--- config.mk ---
export PLATFORM = sky130hd
export DESIGN_NAME = cop2_ep
export DESIGN_NICKNAME = d
export VERILOG_FILES = /design/src/rtl/cop2_pkg.sv /design/src/rtl/cop2_ep_fifo.sv /design/src/rtl/cop2_ep.sv
export SDC_FILE = /design/constraint.sdc
export NUM_CORES = 1
export LEC_CHECK = 0
export BUFFER_PORTS_ARGS = -buffer_cell sky130_fd_sc_hd__buf_2
export CELL_PAD_IN_SITES_DETAIL_PLACEMENT = 1
export CELL_PAD_IN_SITES_GLOBAL_PLACEMENT = 1
export CORE_MARGIN = 5
export CORE_UTILIZATION = 35
export CTS_CLUSTER_DIAMETER = 100
export CTS_CLUSTER_SIZE = 10
export DETAILED_ROUTE_END_ITERATION = 7
export GPL_ROUTABILITY_DRIVEN = 0
export MAX_ROUTING_LAYER = met4
export PLACE_DENSITY_LB_ADDON = 0.1
export SLEW_MARGIN = 30
export SYNTH_ARGS = -nofsm -noshare
export SYNTH_HDL_FRONTEND = slang
export SYNTH_HIERARCHICAL = 1
export SYNTH_SLANG_ARGS = --single-unit
--- constraint.sdc ---
create_clock -name clk -period 2.11 [get_ports clk]
set_input_delay 0 -clock clk [delete_from_list [all_inputs] [get_ports clk]]
set_output_delay 0 -clock clk [all_outputs]
set_load 0.005 [all_outputs]
--- src/rtl/cop2_pkg.sv ---
// Shared constants and helpers for the COP2 endpoint in the vector unit.
package cop2_pkg;

  localparam int COP2_WIDTH     = 32;
  localparam int COP2_IN_DEPTH  = 4;
  localparam int COP2_OUT_DEPTH = 4;

  // Bit positions inside err_sticky (status build only).
  localparam int ERR_CMD_EMPTY = 0;
  localparam int ERR_RES_FULL  = 1;

  // Ceiling log2, usable in constant expressions; returns 0 for n <= 1.
  function automatic int log2c(input int n);
    int r;
    r = 0;
    for (int i = 0; i < 31; i++) begin
      if ((1 << i) < n) r = i + 1;
    end
    return r;
  endfunction

endpackage

--- src/rtl/cop2_ep_fifo.sv ---
// Synchronous FIFO with pre-qualified push/pop strobes, registered occupancy
// count and a head that reads zero whenever the FIFO is empty.
module cop2_ep_fifo
  import cop2_pkg::*;
#(
  parameter int WIDTH = COP2_WIDTH,
  parameter int DEPTH = 4
) (
  input  logic                    clk,
  input  logic                    reset,
  input  logic                    push,
  input  logic                    pop,
  input  logic [WIDTH-1:0]        wdata,
  output logic [WIDTH-1:0]        head,
  output logic [log2c(DEPTH):0]   count
);

  localparam int AW = log2c(DEPTH);
  localparam int CW = AW + 1;

  logic [WIDTH-1:0] mem [DEPTH];
  logic [AW-1:0]    wr_ptr;
  logic [AW-1:0]    rd_ptr;

  // Caller guarantees push only when not full, or when a pop frees the slot
  // in the same cycle; pop only when not empty.
  always_ff @(posedge clk) begin
    if (reset) begin
      wr_ptr <= '0;
      rd_ptr <= '0;
      count  <= '0;
    end else begin
      if (push) wr_ptr <= wr_ptr + AW'(1);
      if (pop)  rd_ptr <= rd_ptr + AW'(1);
      case ({push, pop})
        2'b10:   count <= count + CW'(1);
        2'b01:   count <= count - CW'(1);
        default: ;
      endcase
    end
  end

  // NOTE: storage is deliberately not reset; the zero count alone makes old
  // contents unreachable, and the head is masked to zero while empty.
  always_ff @(posedge clk) begin
    if (push) mem[wr_ptr] <= wdata;
  end

  assign head = (count == '0) ? '0 : mem[rd_ptr];

endmodule

--- src/rtl/cop2_ep.sv ---
// COP2 endpoint: inbound CPU->vector FIFO and outbound vector->CPU FIFO.
// Optional status outputs (levels, sticky errors) under COP2_EP_STATUS_EN.
module cop2_ep
  import cop2_pkg::*;
#(
  parameter int WIDTH     = COP2_WIDTH,
  parameter int IN_DEPTH  = COP2_IN_DEPTH,
  parameter int OUT_DEPTH = COP2_OUT_DEPTH
) (
  input  logic                         clk,
  input  logic                         reset,
  input  logic [WIDTH-1:0]             tocop2,
  input  logic                         tocop2_en,
  output logic                         tocop2_wait,
  output logic [WIDTH-1:0]             fromcop2,
  output logic                         fromcop2_en,
  input  logic                         fromcop2_wait,
  output logic [WIDTH-1:0]             cmd_data,
  output logic                         cmd_valid,
  input  logic                         cmd_rd,
  input  logic [WIDTH-1:0]             res_data,
  input  logic                         res_wr,
  output logic                         res_full
`ifdef COP2_EP_STATUS_EN
  ,
  output logic [log2c(IN_DEPTH):0]     in_level,
  output logic [log2c(OUT_DEPTH):0]    out_level,
  output logic [1:0]                   err_sticky
`endif
);

  localparam int ICW = log2c(IN_DEPTH) + 1;
  localparam int OCW = log2c(OUT_DEPTH) + 1;

  logic [ICW-1:0] in_count;
  logic [OCW-1:0] out_count;
  logic in_full, in_empty, in_push, in_pop;
  logic out_full, out_empty, out_push, out_pop;

  assign in_full   = (in_count == ICW'(IN_DEPTH));
  assign in_empty  = (in_count == '0);
  assign out_full  = (out_count == OCW'(OUT_DEPTH));
  assign out_empty = (out_count == '0);

  // Wait comes only from the registered count, so a same-cycle pop while
  // full still stalls the CPU for one bubble.
  assign tocop2_wait = in_full;
  assign in_push     = tocop2_en & ~in_full;
  assign in_pop      = cmd_rd & ~in_empty;
  assign cmd_valid   = ~in_empty;

  // Outbound may take a write while full when the CPU drains the head in
  // the same cycle; otherwise a write at full is dropped.
  assign fromcop2_en = ~out_empty;
  assign out_pop     = ~out_empty & ~fromcop2_wait;
  assign out_push    = res_wr & (~out_full | out_pop);
  assign res_full    = out_full;

  cop2_ep_fifo #(
    .WIDTH (WIDTH),
    .DEPTH (IN_DEPTH)
  ) u_in_fifo (
    .clk   (clk),
    .reset (reset),
    .push  (in_push),
    .pop   (in_pop),
    .wdata (tocop2),
    .head  (cmd_data),
    .count (in_count)
  );

  cop2_ep_fifo #(
    .WIDTH (WIDTH),
    .DEPTH (OUT_DEPTH)
  ) u_out_fifo (
    .clk   (clk),
    .reset (reset),
    .push  (out_push),
    .pop   (out_pop),
    .wdata (res_data),
    .head  (fromcop2),
    .count (out_count)
  );

`ifdef COP2_EP_STATUS_EN
  assign in_level  = in_count;
  assign out_level = out_count;

  always_ff @(posedge clk) begin
    if (reset) begin
      err_sticky <= '0;
    end else begin
      if (cmd_rd & in_empty)             err_sticky[ERR_CMD_EMPTY] <= 1'b1;
      if (res_wr & out_full & ~out_pop)  err_sticky[ERR_RES_FULL]  <= 1'b1;
    end
  end
`endif

endmodule

**Word-level counts from Yosys, hierarchy flattened**

Memories as Yosys holds them, arrays and structs flattened. A register that Yosys moved wholly into a read port is not among the register bits.
Index checks and enable logic that the tools add are counted.

- Flip-flop bits (word level): 14
- Bits in writable memories: 256
- Input bits: 70
- Output and inout bits: 68
- Logic and storage cells: 48
- Memories kept: 2

- Add/subtract/negate cells: 8
- Eq/ne operators: 6
- Muxes and demuxes: 12
- Bitwise gates (word level): 10
- Reductions and logical operators: 4

Memory list:

| name | words | width | rd ports | clocked after Yosys merged registers in | wr ports | line | source |
|---|---|---|---|---|---|---|---|
| u_in_fifo.mem | 4 | 32 | 1 | 1 | 1 | cop2_ep_fifo.sv:21 | `logic [WIDTH-1:0] mem [DEPTH];` |
| u_out_fifo.mem | 4 | 32 | 1 | 1 | 1 | cop2_ep_fifo.sv:21 |  |

Operators by type and width:

| cell | number |
|---|---|
| $mux W32 | 2 |
| $pmux W3 S2 | 2 |
| $add A2 B1 Y2 const B | 4 |
| $mux W2 | 4 |
| $add A3 B1 Y3 const B | 2 |
| $eq A3 B3 Y1 const B | 2 |
| $logic_not A3 Y1 | 2 |
| $sub A3 B1 Y3 const B | 2 |
| $not A1 Y1 | 5 |
| $and A1 B1 Y1 | 4 |
| $eq A2 B1 Y1 const B | 2 |
| $eq A2 B2 Y1 const B | 2 |
| $mux W1 | 4 |
| $reduce_bool A2 Y1 | 2 |
| $or A1 B1 Y1 | 1 |

**Depth between registers and ports, before layout**

Gate-level depths: netlist (run 1).

- Depth in word-level cells: 7
- Mapped depth: 9
- Gate-level depth less buffers: 9

**By module**

Netlist (run 1), hierarchy kept.

By module, submodules not included:

| module | instances | cells each | area each (um2) | seq. area each (um2) |
|---|---|---|---|---|
| cop2_ep_fifo | 2 | 248 | 5,263.8 | 4,023.9 |
| cop2_ep | 1 | 8 | 66.3 | 0.0 |

**Worst setup path before layout (run 1)**

OpenSTA, ideal clock, no wires.

- Path kind: register to register
- From: reg u_out_fifo.count[2]
- To: mem u_out_fifo/mem[0][0] (netlist bit) (enable)
- Library setup time: 0.392 ns
- Arrival time: 1.852 ns
- Path slack: -0.134 ns
- Stages on the path, launching flop included: 4
- Buffers on the path: 0
- Period minus slack after synthesis: 2.244 ns
- Path through: dfxtp_1 nor3b_1 a21boi_0 and2_1

RTL lines:

| element | line | source |
|---|---|---|
| start: declaration | cop2_ep_fifo.sv:15 | `output logic [log2c(DEPTH):0] count` |
| start signal: assignment | cop2_ep_fifo.sv:36 | `2'b10: count <= count + CW'(1);` |
| start signal: assignment | cop2_ep_fifo.sv:37 | `2'b01: count <= count - CW'(1);` |
| $eq A3 B3 Y1 | cop2_ep.sv:42 | `assign out_full = (out_count == OCW'(OUT_DEPTH));` |
| via res_full | cop2_ep.sv:23 | `output logic res_full` |
| $not A1 Y1 | cop2_ep.sv:56 | `assign out_push = res_wr & (~out_full \| out_pop);` |
| $or A1 B1 Y1 | cop2_ep.sv:56 |  |
| $and A1 B1 Y1 | cop2_ep.sv:56 |  |
| via out_push | cop2_ep.sv:38 | `logic out_full, out_empty, out_push, out_pop;` |
| $mux W1 | cop2_ep_fifo.sv:46 | `if (push) mem[wr_ptr] <= wdata;` |
| $mux W1 (implied by the code) | cop2_ep_fifo.sv:46 |  |
| end: declaration | cop2_ep_fifo.sv:21 |  |

The timed path passes the listed nets, and every way through them passes these cells.

**Final worst setup path (run 1)**

- From: reg u_out_fifo.count[2]
- To: reg u_out_fifo.count[2]

- Cells in the longest elaborated chain, start to end: 7

RTL lines:

| element | line | source |
|---|---|---|
| $logic_not A3 Y1 | cop2_ep.sv:43 | `assign out_empty = (out_count == '0);` |
| $not A1 Y1 | cop2_ep.sv:55 | `assign out_pop = ~out_empty & ~fromcop2_wait;` |
| $and A1 B1 Y1 | cop2_ep.sv:55 |  |
| $or A1 B1 Y1 * | cop2_ep.sv:56 |  |
| $and A1 B1 Y1 * | cop2_ep.sv:56 |  |
| via out_push | cop2_ep.sv:38 |  |
| $eq A2 B1 Y1 or $eq A2 B2 Y1 (tied branches) | cop2_ep_fifo.sv:35 | `case ({push, pop})` |
| $pmux W3 S2 or $reduce_bool A2 Y1 (tied branches) | -- |  |

The timed path passes the listed nets; every way through them passes the cells marked *.
A chain may end at the register's enable or synchronous reset.

==> run metrics, run 1 <==
worst flop-to-flop path startpoint u_out_fifo/count[2]; Comb pwr share 0.275; Yosys cell types 24; CTS max path bufs 3; initial antenna violation count 0; reg2reg path depth 9; Setup crit start kind flop; pin count of the biggest net entering global routing 33; layout cells sized above 1 0.3768; reg-to-reg slack, setup 70 ps; Hold Path Class in2reg; number of diodes 0; most frequent cells after synthesis 256 x edfxtp_1, 66 x nor2b_1, 64 x mux4_2, 18 x dfxtp_1, 16 x nor2_1; 1st-pass router iterations 4; metal1 wirelength 9522 um; root buf cell clkbuf_16; fin crit share 0.9656; share of flip-flops with an asynchronous set or reset 0; clock network fraction of design power 0.296; number of flops mapped to enable cells by yosys 256; Die X 184.0 um; total core area 29800 sq um; max-slew violations 0; FF-to-FF End u_out_fifo/count[2]; Met2 Wirelength 12110 um; Flop pwr share 0.429; CTS Sinks 274; DP HPWL 13870 um; Avg Cell Area, Syn 21.02 sq um; NetSw 4300 uW; Layout Nets 825; syn nets 586; Critical Path RT 2560 ps; Worst Skew 11.79 ps; die height 184.0 um; sequential area share after synthesis 0.7597; hold_ws 34.57 ps; Seq. cell area 8073 sq um; mux contribution to synthesized area 0.1379; max cap viols 0; growth of design area from synthesis to finish 28.39%; min cycle time layout 2037 ps; multi-input logic area 2414 sq um; CTS Buf Count 31; GRT overflow 0; Die Area 33850 sq um; Synth Area in Compound Gates 0.003543; Clock Pin Slew Worst Setup and Hold Paths 60 ps; Power Dens Cells 1164 nW/um^2; Starting Density 0.3555; vias in the first global route 6290; largest family of logic cells by synthesized area multiplexers; IO Count 138; ranking of synthesized cells by area edfxtp_1 73%, mux4_2 14%, nor2b_1 3.9%, dfxtp_1 3.4%, ha_1 1.2%; DR DRC count 0; relative slew slack 0.6933; DR WL met3 976 um; final setup fails 0; CP endpoint kind flop; Setup TNS 0 ps; VDD IR max 897.5 uV; via/cell ratio 4.676; Lkg Pwr 0.004697 uW; Worst Max-Slew Pin Slew 460.0 ps; Ys Warns 6; Sw Share 0.2716; Layout Cells excl Fill 1157; via count 5410; Post-Synth Adder-Cell Area 0.01559; RSZ-0062 raised after global routing true; Hold Fails Final Rpt 0; cells after synthesis 504; CTS tree built; Post-synth top flop edfxtp_1; Detailed Route Iter0 Violations 205; Worst Setup SP u_out_fifo/count[2]; clk_lat worst skew 530 ps; Port Buffers 137; top sig layer met4; most instantiated library cell after synthesis edfxtp_1; Synth Cell Area 10590 sq um; H-tree lvl count 1; area leader, netlist edfxtp_1; xor and xnor area share after synthesis 0.008267; flops & latches, synth 274; final core utilization 0.4565; Routed Antenna Nets 0; GR Util All Layers 0.1393; WP data arrival 2490 ps; Internal 11530 uW; Placed Instances 1030; share of the synthesized area in the top cell type 0.7256; crit path capture u_out_fifo/count[2]; Total Wirelength 22860 um; DR WL/cell 19.76 um; worst setup path class reg2reg; outcome completed; Power Total 15830 uW; global-route wire length before repair 35630 um; Simple-Gate Fraction of Synth Area 0.05657; Rows 63; Filler cells 2860; Worst Path Max Fanout 5; fmax 490.8 MHz
-- cell usage in the layout (no fill, tap or decap), types with 3 or more instances in the layout --
cell and n:
nor2_1 16, dfxtp_1 8, nor2b_1 64, and2_2 8, xnor2_1 4, mux4_2 64
clkbuf_16 32, dlygate4sd3_1 67, a21oi_1 3, edfxtp_1 256, buf_2 137, dfxtp_2 5
dfxtp_4 5, xor2_1 6, clkbuf_1 25, buf_12 12, buf_4 11, inv_1 12
ha_1 8
-- state kept, by name, summed over array words and instances (netlist names), named ones only --
name / flops
u_in_fifo/count: 3
u_in_fifo/mem: 128
u_in_fifo/rd_ptr: 2
u_in_fifo/wr_ptr: 2
u_out_fifo/count: 3
u_out_fifo/mem: 128
u_out_fifo/rd_ptr: 2
u_out_fifo/wr_ptr: 2
-- critical path, cell delays in order (launching register included) --
cell	delay, ps
dfxtp_4	370
nor3b_4	220
a21boi_2	90
inv_1	60
ha_2	190
inv_1	50
fa_1	370
xor2_1	160
or3_1	310
a21oi_1	140
-- timing repair --
| action | in CTS | in global routing |
|---|---|---|
| setup endpoints to repair | 10 | 12 |
| setup buffers | 0 | 2 |
| hold endpoints to repair | 274 | 0 |
| hold buffers | 67 | 0 |
| pin swaps | 0 | 4 |
| gates cloned | 0 | 1 |
| resized for setup | 10 | 11 |
-- logic make-up (layout without fill, tap and decap cells) --
logic type | after synthesis | after routing
multiplexers | 66 | 66
adder cells (fa/ha/maj) | 12 | 12
AND/OR/NAND/NOR | 101 | 101
buffers and inverters | 34 | 297
AO/OA/AOI/OAI | 7 | 7
XOR/XNOR | 10 | 10
flip-flops | 274 | 274
-- final cells by class --
type | instances | area share
Clock buffer | 56 | 0.06393
Clock inverter | 1 | 0.0006439
Inverter | 12 | 0.003312
Multi-Input combinational cell | 196 | 0.1774
Sequential cell | 274 | 0.5935
Tap cell | 390 | 0.03588
Timing Repair Buffer | 228 | 0.1253
-- worst min path at each step --
| stage | depth (start not counted) | slack (ps) | endpoint | startpoint |
|---|---|---|---|---|
| 3_5_place_dp | 1 | 220 | u_out_fifo/mem[0][21] | res_data[21] |
| 3_3_place_gp | 1 | 210 | u_out_fifo/mem[3][5] | res_data[5] |
| 4_1_cts | 5 | 60 | u_out_fifo/wr_ptr[1] | res_wr |
| 6_report | 5 | 30 | u_in_fifo/wr_ptr[0] | tocop2_en |
| 5_1_grt | 5 | 70 | u_in_fifo/wr_ptr[0] | tocop2_en |
| 2_1_floorplan | 0 | 100 | u_in_fifo/mem[0][0] | tocop2[0] |
-- metal layers --
metal | global-route usage | vias to the layer above
met4 | 0.02514 | 0
met3 | 0.02374 | 25
met2 | 0.2430 | 100
met1 | 0.1736 | 2821
li1 | - | 2464
met5 | - | -
-- stage by stage --
step,setup slack (ps),cell area (sq um)
final,72.67,13600
after global routing,-19.14,13600
after CTS,9.752,13530
after detailed placement,-105.2,11960
after global placement,99.25,11960
after floorplan,25.84,10600
-- power groups by stage --
stage               clock, uW  combinational, uW  sequential, uW
CTS                      4870               4450            6770
global route             5120               4800            6840
finish                   4690               4350            6790
detailed placement          0               4320            6860
floorplan                   0               2630            6770
global placement            0               4260            6810
No activity file was read; power rests on OpenSTA's default activity.
==> inputs of run 2 (changes only) <==
--- a/config.mk
+++ b/config.mk
@@ -9,13 +9,13 @@
 export CELL_PAD_IN_SITES_DETAIL_PLACEMENT = 1
 export CELL_PAD_IN_SITES_GLOBAL_PLACEMENT = 1
 export CORE_MARGIN = 5
-export CORE_UTILIZATION = 35
+export CORE_UTILIZATION = 45
 export CTS_CLUSTER_DIAMETER = 100
 export CTS_CLUSTER_SIZE = 10
 export DETAILED_ROUTE_END_ITERATION = 7
 export GPL_ROUTABILITY_DRIVEN = 0
 export MAX_ROUTING_LAYER = met4
-export PLACE_DENSITY_LB_ADDON = 0.1
+export PLACE_DENSITY_LB_ADDON = 0.08
 export SLEW_MARGIN = 30
 export SYNTH_ARGS = -nofsm -noshare
 export SYNTH_HDL_FRONTEND = slang
==> run 2 against run 1 <==
Via count grew 0.96%; sequential share of layout area decreased by 0.066 points; cell count is 5.7% lower; setup slack got worse by 57 ps.
==> run metrics, run 2 (synthesis results as in run 1) <==
outcome completed; Port Buffers 137; Rows 56; max-slew violations 0; global-route wire length before repair 34090 um; Power Dens Cells 1164 nW/um^2; worst setup path class reg2reg; via/cell ratio 5.006; worst flop-to-flop path startpoint u_in_fifo/count[0]; pin count of the biggest net entering global routing 33; Layout Nets 829; DR WL met3 1169 um; CTS max path bufs 3; metal1 wirelength 9449 um; DP HPWL 13490 um; Starting Density 0.4540; final worst slack 15.75 ps; vias in the first global route 6077; Met2 Wirelength 11380 um; fmax 477.5 MHz; Hold Fails Final Rpt 0; Worst Setup SP u_in_fifo/count[0]; Die Area 26710 sq um; Critical Path RT 2560 ps; CP endpoint kind flop; fin crit share 0.9925; Worst Path Max Fanout 5; Worst Max-Slew Pin Slew 449.5 ps; H-tree lvl count 1; CTS Buf Count 31; top sig layer met4; RSZ-0062 raised after global routing true; min cycle time layout 2094 ps; most frequent cells in the layout 256 x edfxtp_1, 137 x buf_2, 67 x dlygate4sd3_1; final setup fails 0; die height 163.4 um; CTS tree built; GR Util All Layers 0.1713; FF-to-FF End u_in_fifo/count[2]; DR DRC count 0; GRT overflow 0; relative slew slack 0.7003; growth of design area from synthesis to finish 28.48%; CTS Sinks 274; Hold Path Class in2reg; Routed Antenna Nets 0; DR WL/cell 20.43 um; via count 5462; Detailed Route Iter0 Violations 207; biggest regs u_in_fifo/mem (128), u_out_fifo/mem (128); 1st-pass router iterations 4; Die X 163.4 um; most common cell after layout, fill and taps aside edfxtp_1; Lkg Pwr 0.004734 uW; reg2reg path depth 9; Power Total 15840 uW; total core area 23330 sq um; max cap viols 0; pre-CTS setup slack -160.6 ps; Worst Skew 9.325 ps; clk_lat worst skew 530 ps; initial antenna violation count 1; Setup crit start kind flop; root buf cell clkbuf_16; layout cells sized above 1 0.3839; WP data arrival 2550 ps; VDD IR max 790.7 uV; Clock Pin Slew Worst Setup and Hold Paths 50 ps; Total Wirelength 22290 um; reg-to-reg slack, setup 20 ps; IO Count 138; crit path capture u_in_fifo/count[2]
run 2: timing repair:
| action | 4_1_cts | 5_1_grt |
|---|---|---|
| endpoints found under the hold margin | 274 | 0 |
| buffers inserted | 0 | 5 |
| resized for setup | 11 | 18 |
| gates cloned | 0 | 1 |
| hold buffers | 67 | 0 |
| setup endpoints to repair | 19 | 17 |
| pin swaps | 0 | 6 |
run 2: critical path, cell delays in order (launching register included):
cell and delay (ps):
dfxtp_4 360, nor3b_4 240, nor2b_2 80, inv_1 70
ha_2 190, inv_2 40, fa_2 320, xor2_1 160
or3_1 410, a21oi_2 140
run 2: per-stage QoR:
step                hold WS, ps  setup TNS (ps)  utilization  cell area, sq um  std cells
detailed placement        216.7          -202.7       0.5105             11910        960
global placement          208.5               0       0.5105             11910        960
floorplan                 98.87               0            -             10600        504
global route              98.44          -21.36       0.5833             13610       1091
CTS                       49.49               0       0.5782             13490       1084
finish                    67.26               0       0.5833             13610       1091
run 2: worst min-delay path by stage:
stage                     from                   end  slack [ps]  cells past startpoint
floorplan            tocop2[0]   u_in_fifo/mem[0][0]         100                      0
global placement    tocop2[20]  u_in_fifo/mem[0][20]         210                      1
detailed placement  tocop2[26]  u_in_fifo/mem[2][26]         220                      1
CTS                     res_wr  u_out_fifo/wr_ptr[1]          50                      5
global route            res_wr  u_out_fifo/wr_ptr[0]         100                      5
finish                  res_wr  u_out_fifo/wr_ptr[1]          70                      5
run 2: cell type report:
type | instances | area [sq um]
antenna | 1 | 2.502
clock buffer | 56 | 869.6
clock inverter | 1 | 8.758
fill | 2125 | 9722
inverter | 12 | 45.04
multi-input combinational | 196 | 2425
sequential | 274 | 8069
tap | 319 | 399.1
timing repair buffer | 232 | 1792
run 2: power by group:
group / switching, uW / total [uW] / internal [uW] / leakage (uW)
registers: 236 / 6780 / 6550 / 0.00250
logic: 2140 / 4410 / 2270 / 0.00182
clock network: 1910 / 4650 / 2740 / 0.000416
run 2: routing by layer:
layer  GRT usage  vias to the layer above
met2      0.2860                      120
met4     0.03279                        0
met5           -                        -
li1            -                     2484
met1      0.2264                     2835
met3     0.02927                       23
